[config.mk]
export PLATFORM = sky130hd
export DESIGN_NAME = modexp_ctrl_unit_flat
export DESIGN_NICKNAME = d
export VERILOG_FILES = /design/src/rtl/rsa_ctrl_pkg.sv /design/src/rtl/modexp_ctrl_unit_if.sv /design/src/rtl/modexp_step_timer.sv /design/src/rtl/modexp_ctrl_unit.sv /design/src/flat_wrapper.sv
export SDC_FILE = /design/constraint.sdc
export NUM_CORES = 1
export LEC_CHECK = 0
export CORE_MARGIN = 8
export CORE_UTILIZATION = 45
export CTS_BUF_LIST = sky130_fd_sc_hd__clkbuf_4
export DETAILED_ROUTE_END_ITERATION = 7
export PLACE_DENSITY = 0.69
export SLEW_MARGIN = 0
export SYNTH_ARGS = -nofsm -noshare
export SYNTH_HDL_FRONTEND = slang
export SYNTH_SLANG_ARGS = --single-unit
[constraint.sdc]
create_clock -name clk -period 4 [get_ports clk]
set_clock_uncertainty 0.05 [all_clocks]
set_input_delay 0.8 -clock clk [delete_from_list [all_inputs] [get_ports clk]]
set_output_delay 0.8 -clock clk [all_outputs]
set_load 0.05 [all_outputs]
[src/rtl/rsa_ctrl_pkg.sv]
`default_nettype none
// ============================================================================
// Module      : rsa_ctrl_pkg
// Description : Shared state encoding, operand-mux encodings and state-class
//               helpers for the modular-exponentiation control unit.
// Revision    : 1.0 - initial release
// ============================================================================
package rsa_ctrl_pkg;

    typedef enum logic [3:0] {
        ST_IDLE       = 4'd0,
        ST_PRE_MAP    = 4'd1,
        ST_MAP        = 4'd2,
        ST_POST_MAP   = 4'd3,
        ST_PRE_MMM    = 4'd4,
        ST_MMM        = 4'd5,
        ST_POST_MMM   = 4'd6,
        ST_PRE_REMAP  = 4'd7,
        ST_REMAP      = 4'd8,
        ST_POST_REMAP = 4'd9,
        ST_DONE       = 4'd10
    } state_e;

    localparam logic [1:0] SEL1_MAP   = 2'b00;
    localparam logic [1:0] SEL1_MMM   = 2'b01;
    localparam logic [1:0] SEL1_REMAP = 2'b10;

    function automatic logic is_pre(input state_e s);
        return (s == ST_PRE_MAP) || (s == ST_PRE_MMM) || (s == ST_PRE_REMAP);
    endfunction

    function automatic logic is_core(input state_e s);
        return (s == ST_MAP) || (s == ST_MMM) || (s == ST_REMAP);
    endfunction

    function automatic logic is_post(input state_e s);
        return (s == ST_POST_MAP) || (s == ST_POST_MMM) || (s == ST_POST_REMAP);
    endfunction

endpackage
`default_nettype wire

[src/rtl/modexp_ctrl_unit_if.sv]
`default_nettype none
// ============================================================================
// Module      : modexp_ctrl_unit_if
// Description : Host-side start/busy/done handshake and exponent bus.
// Revision    : 1.0 - initial release
// ============================================================================
interface modexp_ctrl_unit_if #(
    parameter int WIDTH = 8
);
    logic             start;
    logic [WIDTH-1:0] expE;
    logic             busy;
    logic             done;

    modport master (output start, output expE, input busy, input done);
    modport slave  (input start, input expE, output busy, output done);
endinterface
`default_nettype wire

[src/rtl/modexp_step_timer.sv]
`default_nettype none
// ============================================================================
// Module      : modexp_step_timer
// Description : Core-phase step counter with a registered terminal-count flag.
// Revision    : 1.0 - initial release
// ============================================================================
module modexp_step_timer #(
    parameter int MMM_CYCLES = 10
) (
    input  wire logic clk,
    input  wire logic rst,
    input  wire logic i_ena,
    input  wire logic i_abort,
    input  wire logic i_clr,
    input  wire logic i_inc,
    output logic      o_tc
);
    localparam int             SW     = $clog2(MMM_CYCLES + 1);
    localparam logic [SW-1:0]  C_LAST = SW'(MMM_CYCLES - 1);

    logic [SW-1:0] count_q, count_d;
    logic          tc_q, tc_d;

    always_comb begin
        count_d = count_q;
        if (i_abort) begin
            count_d = '0;
        end else if (i_ena) begin
            if (i_clr) begin
                count_d = '0;
            end else if (i_inc) begin
                count_d = count_q + SW'(1);
            end
        end
        // Flag is computed one cycle ahead so it lines up with the last core step.
        tc_d = (i_abort || i_ena) ? (count_d == C_LAST) : tc_q;
    end

    always_ff @(posedge clk or posedge rst) begin
        if (rst) begin
            count_q <= '0;
            tc_q    <= 1'b0;
        end else begin
            count_q <= count_d;
            tc_q    <= tc_d;
        end
    end

    assign o_tc = tc_q;

endmodule
`default_nettype wire

[src/rtl/modexp_ctrl_unit.sv]
`default_nettype none
// ============================================================================
// Module      : modexp_ctrl_unit
// Description : Square-and-multiply sequencer driving the Montgomery multiplier
//               through map-in, WIDTH exponent rounds and remap-out.
//               Optional MODEXP_EARLY_EXIT_EN stops rounds once the exponent
//               has no set bits left.
// Revision    : 1.0 - initial release
// ============================================================================
module modexp_ctrl_unit
    import rsa_ctrl_pkg::*;
#(
    parameter int WIDTH      = 8,
    parameter int MMM_CYCLES = 10
) (
    input  wire logic                      clk,
    input  wire logic                      rst,
    input  wire logic                      ena,
    input  wire logic                      clear,
    modexp_ctrl_unit_if.slave              host,
    output logic                           rst_mmm,
    output logic                           ld_a,
    output logic                           ld_r,
    output logic                           lock1,
    output logic                           lock2,
    output logic [1:0]                     sel1,
    output logic                           sel2,
    output logic [$clog2(WIDTH+1)-1:0]     round_idx
);
    localparam int            RW           = $clog2(WIDTH + 1);
    localparam logic [RW-1:0] C_LAST_ROUND = RW'(WIDTH - 1);

    state_e           state_q, state_d;
    logic [WIDTH-1:0] exp_q, exp_d;
    logic [RW-1:0]    round_q, round_d;
    logic             busy_q, busy_d, done_q, done_d, rst_mmm_q, rst_mmm_d;
    logic             ld_a_q, ld_a_d, ld_r_q, ld_r_d;
    logic             lock1_q, lock1_d, lock2_q, lock2_d, sel2_q, sel2_d;
    logic [1:0]       sel1_q, sel1_d;
    logic [WIDTH-1:0] w_exp_shift;
    logic             w_tc;

    assign w_exp_shift = exp_q >> 1;

    modexp_step_timer #(
        .MMM_CYCLES (MMM_CYCLES)
    ) u_step_timer (
        .clk     (clk),
        .rst     (rst),
        .i_ena   (ena),
        .i_abort (clear),
        .i_clr   (is_post(state_q)),
        .i_inc   (is_core(state_q)),
        .o_tc    (w_tc)
    );

    always_comb begin
        state_d = state_q;
        exp_d   = exp_q;
        round_d = round_q;
        if (clear) begin
            state_d = ST_IDLE;
            round_d = '0;
        end else if (ena) begin
            unique case (state_q)
                ST_IDLE:       if (host.start) state_d = ST_PRE_MAP;
                ST_PRE_MAP:    state_d = ST_MAP;
                ST_MAP:        if (w_tc) state_d = ST_POST_MAP;
                ST_POST_MAP: begin
                    exp_d   = host.expE;
                    round_d = '0;
`ifdef MODEXP_EARLY_EXIT_EN
                    state_d = (host.expE == '0) ? ST_PRE_REMAP : ST_PRE_MMM;
`else
                    state_d = ST_PRE_MMM;
`endif
                end
                ST_PRE_MMM:    state_d = ST_MMM;
                ST_MMM:        if (w_tc) state_d = ST_POST_MMM;
                ST_POST_MMM: begin
                    exp_d   = w_exp_shift;
                    round_d = round_q + RW'(1);
                    if (round_q == C_LAST_ROUND) begin
                        state_d = ST_PRE_REMAP;
`ifdef MODEXP_EARLY_EXIT_EN
                    end else if (w_exp_shift == '0) begin
                        state_d = ST_PRE_REMAP;
`endif
                    end else begin
                        state_d = ST_PRE_MMM;
                    end
                end
                ST_PRE_REMAP:  state_d = ST_REMAP;
                ST_REMAP:      if (w_tc) state_d = ST_POST_REMAP;
                ST_POST_REMAP: state_d = ST_DONE;
                ST_DONE:       state_d = ST_IDLE;
                default:       state_d = ST_IDLE;
            endcase
        end
    end

    // Outputs decode the next state so the registered copies align with state_q.
    always_comb begin
        busy_d    = (state_d != ST_IDLE);
        done_d    = (state_d == ST_DONE);
        rst_mmm_d = (state_d != ST_IDLE) && (state_d != ST_DONE);
        ld_a_d    = is_pre(state_d);
        ld_r_d    = is_post(state_d);
        lock1_d   = 1'b0;
        lock2_d   = 1'b0;
        sel1_d    = SEL1_MAP;
        sel2_d    = 1'b0;
        unique case (state_d)
            ST_PRE_MAP, ST_MAP, ST_POST_MAP: begin
                lock1_d = 1'b1;
                lock2_d = 1'b1;
            end
            ST_PRE_MMM, ST_MMM, ST_POST_MMM: begin
                lock1_d = exp_d[0];
                lock2_d = 1'b1;
                sel1_d  = SEL1_MMM;
                sel2_d  = 1'b1;
            end
            ST_PRE_REMAP, ST_REMAP, ST_POST_REMAP: begin
                lock1_d = 1'b1;
                sel1_d  = SEL1_REMAP;
                sel2_d  = 1'b1;
            end
            default: ;
        endcase
    end

    always_ff @(posedge clk or posedge rst) begin
        if (rst) begin
            state_q   <= ST_IDLE;
            exp_q     <= '0;
            round_q   <= '0;
            busy_q    <= 1'b0;
            done_q    <= 1'b0;
            rst_mmm_q <= 1'b0;
            ld_a_q    <= 1'b0;
            ld_r_q    <= 1'b0;
            lock1_q   <= 1'b0;
            lock2_q   <= 1'b0;
            sel1_q    <= SEL1_MAP;
            sel2_q    <= 1'b0;
        end else begin
            state_q   <= state_d;
            exp_q     <= exp_d;
            round_q   <= round_d;
            busy_q    <= busy_d;
            done_q    <= done_d;
            rst_mmm_q <= rst_mmm_d;
            ld_a_q    <= ld_a_d;
            ld_r_q    <= ld_r_d;
            lock1_q   <= lock1_d;
            lock2_q   <= lock2_d;
            sel1_q    <= sel1_d;
            sel2_q    <= sel2_d;
        end
    end

    assign host.busy = busy_q;
    assign host.done = done_q;
    assign rst_mmm   = rst_mmm_q;
    assign ld_a      = ld_a_q;
    assign ld_r      = ld_r_q;
    assign lock1     = lock1_q;
    assign lock2     = lock2_q;
    assign sel1      = sel1_q;
    assign sel2      = sel2_q;
    assign round_idx = round_q;

endmodule
`default_nettype wire
[src/flat_wrapper.sv]
// flat-port wrapper written by rule: the top's interface ports become plain ports
module modexp_ctrl_unit_flat import rsa_ctrl_pkg::*;
#(
    parameter int WIDTH      = 8,
    parameter int MMM_CYCLES = 10
)
  (clk, rst, ena, clear, rst_mmm, ld_a, ld_r, lock1, lock2, sel1, sel2, round_idx, host_start, host_expE, host_busy, host_done);
  modexp_ctrl_unit_if #(.WIDTH(WIDTH)) host_i ();
  input  wire logic clk;
  input  wire logic rst;
  input  wire logic ena;
  input  wire logic clear;
  output logic rst_mmm;
  output logic ld_a;
  output logic ld_r;
  output logic lock1;
  output logic lock2;
  output logic [1:0] sel1;
  output logic sel2;
  output logic [$clog2(WIDTH+1)-1:0] round_idx;
  input wire logic [$bits(host_i.start)-1:0] host_start;
  input wire logic [$bits(host_i.expE)-1:0] host_expE;
  output wire logic [$bits(host_i.busy)-1:0] host_busy;
  output wire logic [$bits(host_i.done)-1:0] host_done;
  assign host_i.start = host_start;
  assign host_i.expE = host_expE;
  assign host_busy = host_i.busy;
  assign host_done = host_i.done;
  modexp_ctrl_unit #(.WIDTH(WIDTH), .MMM_CYCLES(MMM_CYCLES)) u_core (.clk(clk), .rst(rst), .ena(ena), .clear(clear), .host(host_i), .rst_mmm(rst_mmm), .ld_a(ld_a), .ld_r(ld_r), .lock1(lock1), .lock2(lock2), .sel1(sel1), .sel2(sel2), .round_idx(round_idx));
endmodule
==> metrics.md, run 1 <==
| Metric | Value |
|---|---|
| DRT iter0 DRCs | 121 |
| Area of the core | 0.003578 sq mm |
| Clock transition at the registers of the reported paths | 0.09 ns |
| Syn nets | 178 |
| Die height | 76.10 microns |
| Tcrit/Tclk final | 0.6586 |
| Switching share of power | 0.2546 |
| FF-to-FF path depth | 6 |
| Worst reg-to-reg setup slack | 1.76 ns |
| Post-synthesis sequential area ratio | 0.4773 |
| Clk network pwr share | 0.363 |
| Worst-path maximum fanout | 14 |
| Setup crit end kind | flip-flop |
| Worst Hold Class | reg -> reg |
| CTS Sinks | 31 |
| Remaining DRCs | 0 |
| Netlist cell types | 52 |
| Placer Congestion | 0.8430 |
| Crit path time final | 2.634 ns |
| Design Area, Final | 0.001964 sq mm |
| WL final | 3399 microns |
| Startpoint types | input pin |
| Top-Level Pins | 27 |
| N_diodes | 0 |
| Total number of vias | 1,322 |
| CTS resizes | 0 |
| Synth Area in Simple Gates | 0.2117 |
| Worst path required time | 4.16 ns |
| First-pass GRT wire length | 5802 microns |
| Least-Margin Pin Slew | 1.142 ns |
| Synth Cell Area | 0.001625 sq mm |
| Hold buffers post-CTS | 0 |
| TritonCTS clock tree | yes |
| Share of total power in combinational logic | 0.124 |
| FMAX | 379.6 MHz |
| Sequential Power Share | 0.513 |
| Setup WS pre-CTS | 0.9863 ns |
| Clock Tree Root | clkbuf_4 |
| Synth top area share | 0.4773 |
| Syn avg cell area | 9.971 sq um |
| GR Util All Layers | 0.1202 |
| Post-Synthesis Cells | 163 |
| Antenna viol nets, final | 0 |
| Hpwl dp | 2451 microns |
| Post-synthesis xor/xnor area fraction | 0.03233 |
| CP arrival | 2.79 ns |
| Num CTS Buffers | 5 |
| Compound-cell area share of the yosys netlist | 0.1917 |
| Int Pwr | 485.6 uW |
| Setup ws final | 1.366 ns |
| H-tree depth | 2 |
| Ranking of synthesized cells by area | dfrtp_1 (48%), a222oi_1 (4.3%), nor2_1 (3.5%), nand2_1 (2.8%), inv_1 (2.5%) |
| Final count of hold timing violations | 0 |
| Die width | 76.10 microns |
| Power, Total | 651.5 uW |
| Most common library cells after synthesis | dfrtp_1 (31), nor2_1 (15), nand2_1 (12) |
| Crit Path Category | in -> reg |
| Port bufs | 26 |
| Layout area overhead | 20.86% |
| Post-CTS setup buffers | 0 |
| Flops & latches, synth | 31 |
| Count leader, synth | dfrtp_1 |
| Vias in the first global route | 1,318 |
| Starting density of the core | 0.4542 |
| Nets | 202 |
| Max-slew headroom | 0.2376 |
| Worst-skew pair later-pin latency | 0.33 ns |
| Initial antenna violation count | 0 |
| Post-synth EDFFs | 0 |
| Cell count of the worst hold path | 2 |
| Bufs on Longest Clock Path | 2 |
| Gr ovfl total | 0 |
| Post-Synth Adder-Cell Area | 0.01540 |
| Maxcap violations | 0 |
| Worst VDD drop | 0.2419 mV |
| Final setup fails | 0 |
| RSZ-0062 raised after global routing | false |
| Fin. max-slew vios | 0 |
| Share of layout cells above drive strength 1 | 0.09574 |
| Ys async rst share | 1.000 |
| Number of vias per cell | 5.602 |
| Cell taking the most area after synthesis | dfrtp_1 |
| Status | complete, no violations |
| Largest family of logic cells by synthesized area | simple AND/OR/NAND/NOR gates |
| Leakage | 0.9372 nW |
| Site Rows | 22 |
| Placed Area | 0.001888 sq mm |
| Ys flop type | dfrtp_1 |
| Synth warn | 0 |
| Wire per inst | 14.40 microns |
| Largest net degree at the start of global routing | 32 |
| Setup_tns | 0 ns |
| Mux contribution to synthesized area | 0.006159 |
| Switching pwr | 165.9 uW |
| Die area | 0.005791 sq mm |
| Power per cell area | 331.6 mW/mm^2 |
| Drt pass-1 iters | 6 |
| Post-layout util | 0.5490 |
registers in the layout, summed over array words and instances (netlist names):
register	count
u_core.lock2	1
u_core.sel1	2
u_core.host.done	1
u_core.sel2	1
u_core.round_idx	4
u_core.u_step_timer.count_q	4
u_core.state_q	4
u_core.host.busy	1
u_core.u_step_timer.o_tc	1
u_core.exp_q	8
u_core.rst_mmm	1
u_core.lock1	1
u_core.ld_a	1
u_core.ld_r	1
placed cells by master, fill, tap and decap left out, types with 3 or more instances in the layout:
cell type / count
clkbuf_4: 5
nand2b_1: 4
and4bb_1: 3
clkdlybuf4s50_1: 26
o21ai_0: 7
xor2_1: 4
nor2b_1: 3
a222oi_1: 7
and2_1: 3
nor2_1: 15
o211ai_1: 3
dfrtp_1: 31
a21oi_1: 3
o21ai_1: 4
inv_1: 11
nand3_1: 3
a211oi_1: 4
nand2_1: 12
path summary, 6_finish.rpt:
path                                endpoint               from
max reg2reg                      u_core.ld_a  u_core.state_q[1]
min in group asynchronous  u_core.state_q[1]                rst
max in group asynchronous    u_core.exp_q[6]                rst
min reg2reg                  u_core.exp_q[7]    u_core.exp_q[7]
max                             u_core.lock1                ena
min                          u_core.exp_q[7]    u_core.exp_q[7]
power by group through the flow:
stage / logic [mW] / clock network, mW / registers, mW
final: 0.0810 / 0.236 / 0.334
after global routing: 0.0878 / 0.256 / 0.336
after CTS: 0.0820 / 0.243 / 0.334
after detailed placement: 0.0818 / 0 / 0.340
after global placement: 0.0806 / 0 / 0.340
after floorplan: 0.0360 / 0 / 0.355
per-stage QoR:
step | hold WS, ns | std cells
2_1_floorplan | 0.3876 | 163
4_1_cts | 0.4361 | 236
3_3_place_gp | 0.4140 | 228
6_report | 0.4381 | 236
5_1_grt | 0.4686 | 236
3_5_place_dp | 0.4136 | 228
metal layers:
layer  up-vias  routed length (microns)  global-route usage  share of wire
li1        638                        -                   -              -
met2        40                     1665              0.1937           0.49
met1       635                     1431              0.1315           0.42
met4         0                       72             0.05962          0.021
met5         -                        0                   0              0
met3         9                      230             0.05307          0.068
layout make-up:
class                      count  area, sq um
fill                         350         1614
inverter                      13        48.80
multi-input combinational    110        743.2
sequential                    31        775.7
tap                           48        60.06
clock buffer                   5        37.54
timing repair buffer          26        260.3
clock inverter                 3        38.79
logic make-up (layout without fill, tap and decap cells):
family,after synthesis,in the layout
AOI/OAI and AO/OA,42,42
xor gates and xnor gates,6,6
adders and majority gates,2,2
buffers and inverters,22,47
DFF,31,31
muxes,1,1
and+or+nand+nor,59,59
critical path, cell delays in order:
cell and delay, ns:
clkdlybuf4s50_1 0.74, nor2b_1 0.36, o21ai_1 0.26, a222oi_1 0.28
inv_1 0.10, a211oi_1 0.17, a211oi_1 0.07
Note: power is estimated with default switching activity, not from simulation.
==> run 2, diff against run 1 <==
- clock period: 4 -> 2.53 ns (I/O delays scaled with it)
==> metrics.md, run 2 (synthesis results as in run 1) <==
| Metric | Value |
|---|---|
| Drt pass-1 iters | 4 |
| Worst-path maximum fanout | 6 |
| Antenna viol nets, final | 0 |
| Startpoint types | flip-flop |
| Commonest cells after routing, fill and taps aside | dfrtp_1 (31), clkdlybuf4s50_1 (26), nor2_1 (15), nand2_1 (12), inv_1 (11) |
| Max-slew headroom | 0.6589 |
| H-tree depth | 2 |
| Filler cells | 342 |
| Largest net degree at the start of global routing | 32 |
| Nets | 209 |
| Final setup fails | 0 |
| Number of vias per cell | 5.508 |
| Setup_tns | 0 ns |
| Least-Margin Pin Slew | 0.5101 ns |
| CTS resizes | 0 |
| FF/Latch Area | 775.7 sq um |
| Worst path required time | 1.97 ns |
| Power per cell area | 515.0 mW/mm^2 |
| Port bufs | 26 |
| Clock transition at the registers of the reported paths | 0.09 ns |
| Maxcap violations | 0 |
| Cells along the critical path | clkdlybuf4s50_1 |
| FMAX | 462.5 MHz |
| Clock Tree Root | clkbuf_4 |
| Crit-path slowest cell | clkdlybuf4s50_1 |
| Status | complete, no violations |
| TritonCTS clock tree | yes |
| Die height | 76.10 microns |
| WL final | 3447 microns |
| Gr ovfl total | 0 |
| Site Rows | 22 |
| First-pass GRT wire length | 6113 microns |
| Vias in the first global route | 1,358 |
| Max reg flops | 8 |
| Post-CTS setup buffers | 0 |
| GR Util All Layers | 0.1265 |
| Starting density of the core | 0.4542 |
| Placed Area | 0.001941 sq mm |
| RSZ-0062 raised after global routing | false |
| RR Startpoint | u_core.state_q[1] |
| Initial antenna violation count | 0 |
| Fin. max-slew vios | 0 |
| Power, Total | 1.038 mW |
| Reg with most FFs | u_core.exp_q |
| Multi-input gate area | 743.2 sq um |
| Top-Level Pins | 27 |
| Worst setup startpoint | u_core.round_idx[2] |
| Max incr delay on CP | 0.84 ns |
| Hpwl dp | 2558 microns |
| CP delay by family, top | buffers and inverters |
| Die width | 76.10 microns |
| Tcrit/Tclk final | 0.8546 |
| Leakage | 0.9708 nW |
| DRT iter0 DRCs | 86 |
| WHS | 0.4347 ns |
| Total number of vias | 1,333 |
| CP arrival | 1.61 ns |
| Design Area, Final | 0.002016 sq mm |
| Post-layout util | 0.5633 |
| Hold buffers post-CTS | 0 |
| Buf+Inv Stages, Crit Path | 1 |
| Remaining DRCs | 0 |
| Worst Hold Class | reg -> reg |
| Placer Congestion | 0.8741 |
| Final count of hold timing violations | 0 |
| Setup crit end kind | output pin |
| Wire per inst | 14.24 microns |
| N_diodes | 0 |
| Bufs on Longest Clock Path | 2 |
| Crit path time final | 2.162 ns |
| Hold Crit Start | u_core.exp_q[7] |
| Worst VDD drop | 0.2831 mV |
| Most common cell after layout, fill and taps aside | dfrtp_1 |
| Share of layout cells above drive strength 1 | 0.1289 |
| Layout area overhead | 24.02% |
| CTS Sinks | 31 |
| Area of the core | 0.003578 sq mm |
| Crit Path Category | reg -> out |
| Num CTS Buffers | 5 |
| Worst-skew pair later-pin latency | 0.32 ns |
| Die area | 0.005791 sq mm |
run 2: changes by cell type in the layout (fill, tap and decap cells not counted), sizes merged:
cell    before  now
buf          0    7
clkbuf       5    6
clkinv       2    0
run 2: worst register-to-register path, stage by stage, from the launching register on:
cell,delay (ns)
dfrtp_1,0.62
and4bb_1,0.36
nand4b_1,0.17
a311oi_1,0.29
a21oi_2,0.12
or3_1,0.39
nand2_1,0.10
run 2: metrics by stage:
step | std cells | setup slack, ns
floorplan | 163 | 0.5296
global placement | 235 | 0.1320
detailed placement | 235 | 0.1099
CTS | 242 | 0.3451
global route | 242 | 0.2242
finish | 242 | 0.3678
run 2: worst paths after layout:
kind | cells past startpoint | to | slack, ns
worst max-delay path | 1 | round_idx[2] | 0.37
worst min-delay path | 2 | u_core.exp_q[7] | 0.43
worst max register to register | 6 | u_core.sel1[1] | 0.37
worst min register to register | 2 | u_core.exp_q[7] | 0.43
max in group asynchronous | 3 | u_core.u_step_timer.count_q[0] | 1.65
min in group asynchronous | 3 | u_core.sel1[1] | 0.50
run 2: cell type report:
cell class	count	share of cell area
Clock inverter	1	0.01490
Clock buffer	6	0.02235
Sequential cell	31	0.3849
Multi-Input combinational cell	110	0.3687
Timing Repair Buffer	33	0.1552
Inverter	13	0.02421
Tap cell	48	0.02980
run 2: where the power goes:
group	leakage [nW]	internal [mW]	switching (mW)	total [mW]
Combinational	0.502	0.0562	0.0794	0.136
Sequential	0.427	0.514	0.0126	0.526
Clock	0.0417	0.214	0.162	0.376
Total	0.971	0.784	0.254	1.04
run 2: routing by layer:
layer,global-route usage,vias up,share of wire
met5,0,-,0
met4,0.06731,0,0.019
met3,0.04953,8,0.062
met2,0.1979,41,0.50
met1,0.1455,640,0.42
li1,-,644,-
